## src/rtl/tdm_mux_81.sv

```systemverilog
// 8:1 TDM transmitter: loads an N_CH-bit frame and serialises it one channel per beat with its index.
// Optional parity beat after the last data beat when TDM_PARITY_EN is defined.
module tdm_mux_81 #(
    parameter int   SEL_W    = 3,
    parameter logic IDLE_VAL = 1'b0,
    localparam int  N_CH     = 2 ** SEL_W
) (
    input  logic             clk,
    input  logic             rst_n,
    input  logic [N_CH-1:0]  in_frame,
    input  logic             in_valid,
    output logic             in_ready,
    output logic             out_bit,
    output logic [SEL_W-1:0] out_sel,
    output logic             out_valid,
    input  logic             out_ready,
    output logic             out_last,
    output logic             out_par
);

    localparam logic [SEL_W-1:0] LAST_SEL = SEL_W'(N_CH - 1);

    typedef enum logic [1:0] {
        IDLE = 2'd0,
        SEND = 2'd1,
        PAR  = 2'd2
    } state_t;

    state_t            state, state_nxt;
    logic [N_CH-1:0]   frame, frame_nxt;
    logic [SEL_W-1:0]  sel, sel_nxt;
    logic              final_hs;
    logic              accept;

    always_ff @(posedge clk or negedge rst_n) begin
        if (!rst_n) begin
            state <= IDLE;
            frame <= '0;
            sel   <= '0;
        end else begin
            state <= state_nxt;
            frame <= frame_nxt;
            sel   <= sel_nxt;
        end
    end

    // Beat outputs come straight from registered state, so they stay put while stalled.
    always_comb begin
        out_valid = 1'b0;
        out_bit   = IDLE_VAL;
        out_sel   = '0;
        out_last  = 1'b0;
        out_par   = 1'b0;
        case (state)
            SEND: begin
                out_valid = 1'b1;
                out_bit   = frame[sel];
                out_sel   = sel;
`ifdef TDM_PARITY_EN
                out_last  = 1'b0;
`else
                out_last  = (sel == LAST_SEL);
`endif
            end
`ifdef TDM_PARITY_EN
            PAR: begin
                out_valid = 1'b1;
                out_bit   = ^frame;
                out_sel   = LAST_SEL;
                out_last  = 1'b1;
                out_par   = 1'b1;
            end
`endif
            default: ;
        endcase
    end

    // The last beat's handshake frees the frame register for a gap-free reload.
    assign final_hs = out_valid & out_ready & out_last;
    assign in_ready = (state == IDLE) | final_hs;
    assign accept   = in_valid & in_ready;

    always_comb begin
        state_nxt = state;
        frame_nxt = frame;
        sel_nxt   = sel;
        case (state)
            SEND: begin
                if (out_ready) begin
                    if (sel == LAST_SEL) begin
`ifdef TDM_PARITY_EN
                        state_nxt = PAR;
`else
                        state_nxt = IDLE;
`endif
                    end else begin
                        sel_nxt = sel + 1'b1;
                    end
                end
            end
`ifdef TDM_PARITY_EN
            PAR: begin
                if (out_ready) state_nxt = IDLE;
            end
`endif
            default: ;
        endcase
        if (accept) begin
            frame_nxt = in_frame;
            sel_nxt   = '0;
            state_nxt = SEND;
        end
    end

endmodule
```

## config.mk

```make
export PLATFORM = sky130hd
export DESIGN_NAME = tdm_mux_81
export DESIGN_NICKNAME = d
export VERILOG_FILES = /design/src/rtl/tdm_mux_81.sv
export SDC_FILE = /design/constraint.sdc
export NUM_CORES = 1
export LEC_CHECK = 0
export CAP_MARGIN = 30
export CELL_PAD_IN_SITES_DETAIL_PLACEMENT = 1
export CELL_PAD_IN_SITES_GLOBAL_PLACEMENT = 2
export CORE_MARGIN = 4
export CORE_UTILIZATION = 30
export DETAILED_ROUTE_END_ITERATION = 12
export PLACE_DENSITY = 0.85
export SLEW_MARGIN = 20
export SYNTH_ARGS = -nofsm -noshare
export SYNTH_HDL_FRONTEND = slang
export SYNTH_SLANG_ARGS = --single-unit
```

## constraint.sdc

```tcl
create_clock -name clk -period 3.25 [get_ports clk]
set_input_delay 0.325 -clock clk [delete_from_list [all_inputs] [get_ports clk]]
set_output_delay 0.325 -clock clk [all_outputs]
set_load 0.1 [all_outputs]
```

* Word-level counts from Yosys, hierarchy flattened
Index checks and enable logic that the tools add are counted.
** Storage, ports and cells
- Flip-flop bits (word level) :: 13
- Latch bits :: 0
- Memory bits (writable) :: 0
- ROM bits :: 0
- Input bits :: 12
- Output and inout bits :: 8
- Logic and storage cells :: 32
- Memories :: 0
** Operators by class
- Add/subtract/negate cells :: 1
- $mul :: 0
- Div/mod/pow operators :: 0
- Order comparisons :: 1
- Equal/unequal tests :: 3
- Shift operators :: 0
- Mux-type cells :: 14
- Bitwise gates (word level) :: 4
- Reductions and logical operators :: 6
** Operator list (number)
- 2-to-1 mux 3 bit :: 5
- 2-to-1 mux 2 bit :: 4
- AND reduction 3 bit :: 2
- nonzero test 2 bit :: 3
- less-than comparator 3 x 4 -> 1 bit (second input constant) :: 1
- 2-to-1 mux 1 bit :: 4
- adder 3 x 1 -> 3 bit (second input constant) :: 1
- AND 1 bit :: 3
- binary-select mux 1 bit (select 3 bit) :: 1
- == test 3 bit (second input constant) :: 1
- == test 2 x 1 -> 1 bit (second input constant) :: 1
- logical NOT 2 bit :: 1
- inequality test 2 bit (second input constant) :: 1
- bitwise OR 1 bit :: 1

* Longest topological paths before layout
- Depth after elaboration :: 8
- Depth in mapped cells :: 5

* Worst setup path before layout
Ideal clock, no wire load.
- Kind :: reg2out
- From :: reg state[0]
- To :: out out_bit
- Data arrival time :: 2870 ps
- Path slack :: 55 ps
- Cell stages (with the launch flop) :: 4
- Cells stage by stage :: dfrtp_1 clkbuf_2 and2_1 a22o_1
** On the way
- Cells in the longest elaborated chain, start to end :: 2
** RTL lines
- start, declared :: RTL line 29 : state_t state, state_nxt;
- start signal, assigned :: RTL line 41 : state <= state_nxt;
- == test 2 x 1 -> 1 bit :: RTL line 54 : case (state)
- 2-to-1 mux 1 bit :: RTL line 54
- end, declared :: RTL line 13 : output logic out_bit,
Every way passes these cells.

* Worst setup path after layout
- From :: reg state[0]
- To :: out out_valid
** On the way
- Cells in the longest elaborated chain, start to end :: 2
** RTL lines
- == test 2 x 1 -> 1 bit :: RTL line 54
- 2-to-1 mux 1 bit :: RTL line 54
- end, declared :: RTL line 15 : output logic out_valid,
Every way passes these cells.

==> flow_summary.json <==
{
  "status": "finished clean",
  "path_class": "reg2out",
  "period_share_pct": 70.4,
  "die_width_um": 53.9,
  "grt_pass1_wl_um": 2240,
  "ant_nets": 0,
  "synth-seq-area-share_pct": 47.5,
  "clkTransAtPathRegs_ps": 70,
  "rsz0062_at_grt": "no",
  "relSlewSlack_pct": 35.3,
  "io_buffers": 18,
  "setup_ws_ps": 963,
  "area_delta_synth_final_pct": 33.1,
  "setup_tns_ps": 0,
  "crit_fanout": 11,
  "dpl_worst_slack_ps": 1250,
  "path_buf_inv": 1,
  "crit_required_ps": 2920,
  "h-tree-depth": 1,
  "grt_max_degree": 13,
  "start_util_pct": 31.9,
  "final_cell_mix": "dfrtp_1 (12), clkdlybuf4s50_1 (12), mux2_2 (9)",
  "tritoncts": "built",
  "tightest_slew_ps": 967,
  "vias_per_cell": 4.76,
  "cts_inserted_buffers": 3,
  "die_y_um": 53.9,
  "max_stage_delay_ps": 1190,
  "insertedDiodeCount": 0,
  "overflow": 0,
  "layout.nets": 84,
  "yosys_warnings": 0,
  "clock_path_buffers": 2,
  "max_freq_ghz": 0.437,
  "clk_latency_ps": 270,
  "r2r-start": "sel[1]",
  "place_congestion": 0.644,
  "synth_area_leader_cell": "dfrtp_1",
  "drt_pass1_iterations": 2,
  "layout.cells.non_filler": 95,
  "post_cts_resized": 0,
  "dp.cells": 92,
  "vias": 452,
  "setup_viol": 0,
  "drt_wl_total_um": 1320,
  "place_area_sq_um": 818,
  "cp_top_family": "buffers and inverters",
  "synth_area_leaders": "dfrtp_1 (48%), mux2_2 (16%), mux4_1 (8.3%)",
  "synth.distinct_cells": 20,
  "row_count": 16,
  "hold_path_class": "in2async",
  "syn_inst": 49,
  "arrival_ps": 1960,
  "syn_nets": 63,
  "avgSynthCellArea_sq_um": 12.9,
  "grt_pass1_vias": 510,
  "slowest_stage": "clkdlybuf4s50_1",
  "dieArea_sq_um": 2900,
  "postCtsHoldBufs": 0,
  "synth_top_area_share_pct": 47.5,
  "timing.final.max_slew_violations": 0,
  "cap_violations": 0,
  "grtUsageTotal_pct": 11.3,
  "antenna_found_initial": 0,
  "min_period_ps": 2290,
  "drt_iter0_drc": 1,
  "drive_above_1_share_pct": 32.4,
  "skew_ps": 2.46,
  "drt-wirelength-per-cell_um": 13.9,
  "finalHoldViolCount": 0,
  "synth_area_sq_um": 632,
  "path_cells": "clkdlybuf4s50_1",
  "stdcell_area_sq_um": 841,
  "drc": 0,
  "coreArea_sq_um": 1980,
  "end_kind": "primary output",
  "ys_ff_latch": 12,
  "postCtsSetupBuffers": 0,
  "io-pin-count": 20,
  "fillers": 215,
  "hpwl_um": 1050,
  "critPathLaunch": "state[0]",
  "worstSetupStartpointType": "flip-flop",
  "cts_root_buf": "clkbuf_4",
  "clkSinkCount": 12
}
## stage by stage
stage	util (%)	hold slack (ps)
2_1_floorplan	-	29.4
3_3_place_gp	41.3	479
3_5_place_dp	41.3	493
4_1_cts	42.4	421
5_1_grt	42.4	438
6_report	42.4	408
## worst paths after layout
kind | to | slack, ps | depth (start not counted)
max in group asynchronous | frame[5] | 2480 | 1
setup reg to reg | frame[3] | 1450 | 5
hold reg to reg | frame[5] | 510 | 1
hold / removal | sel[0] | 410 | 1
setup / recovery | out_valid | 960 | 1
min in group clk | frame[5] | 510 | 1
## sequential cells by signal, summed over array words and instances, names as in the netlist
name,count
state,1
sel,3
frame,8
## layer usage
metal | global-route usage, % | vias up | part of all wire [%] | wire, um
li1 | - | 217 | - | -
met5 | 0 | - | 0 | 0
met1 | 13.0 | 217 | 43 | 562
met2 | 18.1 | 14 | 50 | 656
met3 | 3.05 | 4 | 5.7 | 75
met4 | 7.66 | 0 | 2.0 | 26
## worst register-to-register path: cells and delay by family, from the launching register on
kind / cells / cell delay (ps)
AOI/OAI and AO/OA: 1 / 270
DFF: 1 / 450
adders and majority gates: 2 / 470
muxes: 1 / 350
and+or+nand+nor: 1 / 130
## Yosys cell counts
cell	count
buf_4	1
nor2_1	1
nand2_1	2
dfrtp_1	12
a22o_1	3
clkbuf_2	1
a21oi_1	1
nor2b_1	1
nand2b_1	1
ha_1	2
a21bo_2	1
o22ai_1	2
mux2_2	9
mux4_1	2
and2_2	1
nand2_4	1
a22o_2	1
and2_1	3
inv_1	3
conb_1	1
## cells by family after synthesis
group / after synthesis / share of synthesized area (%)
adder cells (fa/ha/maj): 2 / 3.96
AND/OR/NAND/NOR: 10 / 9.70
multiplexers: 11 / 24.4
other: 1 / 0.593
buffers and inverters: 5 / 3.76
flip-flops: 12 / 47.5
AO/OA/AOI/OAI: 8 / 10.1
## cell type report
cell class / instances / area (sq um) / area share, %
repair buffers: 18 / 165 / 19.6
inverters: 3 / 11.3 / 1.34
well taps: 27 / 33.8 / 4.02
flip-flops and latches: 12 / 300 / 35.7
clock buffers: 3 / 22.5 / 2.68
multi-input cells: 32 / 308 / 36.6
Power is left out: the tool's default activity adds up to more than one toggle a clock period on the data nets, which glitch-free logic cannot reach.
==> variant (same flow settings) <==
The 3 states of `state_t` get a one-hot encoding in 3 bits.
--- a/src/rtl/tdm_mux_81.sv
+++ b/src/rtl/tdm_mux_81.sv
@@ -20,10 +20,10 @@
 
     localparam logic [SEL_W-1:0] LAST_SEL = SEL_W'(N_CH - 1);
 
-    typedef enum logic [1:0] {
-        IDLE = 2'd0,
-        SEND = 2'd1,
-        PAR  = 2'd2
+    typedef enum logic [2:0] {
+        IDLE = 3'b001,
+        SEND = 3'b010,
+        PAR  = 3'b100
     } state_t;
 
     state_t            state, state_nxt;
Function: same outputs for any inputs over 10 cycles, from zero or initial values and one cycle with rst_n low; not proved beyond that.
==> variant against the unedited design <==
- first-iteration DRC count shrank 100%
- setup slack gained 180 ps
- final area grew 9.8%
- area after synthesis grew 14%
- routed wire length grew 5.5%
- critical path depth grew 3
- fmax grew 8.6%
- utilization shrank 1.5 points
- sequential cell count grew 1
- critical path type unchanged
- largest cell class unchanged
- highest routed layer unchanged
Power is left out: it rests on default switching activity, and per cell area and clock period it moved more than threefold.
==> variant: results (changes against the unedited design) <==
largest net degree at the start of global routing=14 (was 13); fillers=277 (was 215); initial antenna violation count=0 (unchanged); YS warnings=0 (unchanged); WL/cell=13.5 um (was 13.9 um); routability cong.=0.701 (was 0.644); post-synthesis mux area share=25.4% (was 24.4%); post-synthesis net count=69 (was 63); FF-to-FF path depth=5 (unchanged); post-synthesis sequential area ratio=45.5% (was 47.5%); clk buf depth=2 (unchanged); total CTS buffers=3 (unchanged); Initial DRT Pass Iterations=1 (was 2); post-synthesis adder-cell area fraction=3.48% (was 3.96%); slowest stage delay, CP=520 ps (was 1190 ps); Nets=90 (was 84); critical path's top delay family=multiplexers (was buffers and inverters); crit-path max FO=6 (was 11); share of post-route cells with drive strength above 1=26.7% (was 32.4%); R2R setup slack=1390 ps (was 1450 ps); first-pass GRT wire length=2.39 mm (was 2.24 mm); gr usage total=9.29% (was 11.3%); Arr. time, crit path=1780 ps (was 1960 ps); Compound-Gate Fraction of Synth Area=6.97% (was 10.1%); xor/xnor share of the synthesized area=1.22% (was 0%); clk_lat worst skew=270 ps (about the same); Slowest cell on crit path=mux4_2 (was clkdlybuf4s50_1); outcome=completed (unchanged); DP Wirelength=1.11 mm (was 1.05 mm); Worst Hold Slack=422 ps (was 408 ps); commonest cells in the netlist=dfrtp_1, mux2_4, and2_1, mux2i_1, a21oi_1 (was dfrtp_1, mux2_2, a22o_1, and2_1, inv_1); Clock transition at path regs=80 ps; Post-CTS Setup Inserts=0 (unchanged); worst reg2reg endpoint=frame[1] (was frame[3]); Top Registers=frame: 8 flops, sel: 3 flops, state: 2 flops (was frame: 8 flops, sel: 3 flops, state: 1 flops); Netlist cell types=25 (was 20); vias in the first global route=517 (was 510); Initial DRC Count=0 (was 1); Yosys top cell area share=41.8% (was 47.5%); H-tree depth=1 (unchanged); Root Driver=clkbuf_4 (unchanged); reg2reg start=sel[1] (unchanged); relative slew slack=60.3% (was 35.3%); Clock Skew=1.42 ps (was 2.46 ps); Area contributors post-synth=dfrtp_1, mux2_4, mux2i_1 (was dfrtp_1, mux2_2, mux4_1); vias=493 (was 452)
==> variant: cell types whose count changed after synthesis, moves of 2 or more <==
cell and change:
mux4_1 -2, inv_1 -3, mux2_2 -9, o22ai_1 -2, a21oi_1 +2, mux2_4 +8, mux2i_1 +4, a22o_1 -2
==> variant: kinds of logic after synthesis <==
kind of cell / Yosys count
XOR/XNOR: 1
other: 1
buffers and inverters: 2
AND/OR/NAND/NOR: 16
multiplexers: 13
flip-flops: 13
adder cells (fa/ha/maj): 2
AO/OA/AOI/OAI: 7
==> variant: layout make-up <==
class / count / share of cell area (%)
multi-input combinational: 40 / 40.4
sequential: 13 / 35.4
timing repair buffer: 18 / 17.6
tap: 28 / 3.79
clock buffer: 4 / 2.85
==> variant: routing by layer <==
layer / up-vias / share of wire [%] / global-route usage (%) / wire [um]
met1: 243 / 45 / 12.2 / 622
li1: 236 / - / - / -
met2: 12 / 49 / 14.5 / 688
met4: 0 / 1.1 / 3.97 / 16
met5: - / 0 / 0 / 0
met3: 2 / 4.9 / 2.26 / 68
==> variant: worst reg2reg max path, cell delays in order (launching register included) <==
cell and delay [ps]:
dfrtp_1 460, ha_1 220, ha_1 220, nand4b_1 130
a21bo_1 380, mux2_4 340
==> variant: through the flow <==
stage,instances,cell area [um^2],util [%],setup WS [ps]
floorplan,55,718,-,28.9
global placement,99,897,39.8,1400
detailed placement,99,897,39.8,1370
CTS,103,923,41.0,1120
global route,103,923,41.0,1030
finish,103,923,41.0,1140
==> variant: worst max-delay path by stage <==
stage | startpoint | endpoint | slack, ps | cells past startpoint
after CTS | sel[1] | out_bit | 1120 | 4
after floorplan | state[1] | out_bit | 30 | 2
after global routing | sel[1] | in_ready | 1030 | 5
after detailed placement | sel[0] | frame[6] | 1370 | 5
after global placement | in_valid | frame[5] | 1400 | 3
final | sel[1] | out_bit | 1140 | 4
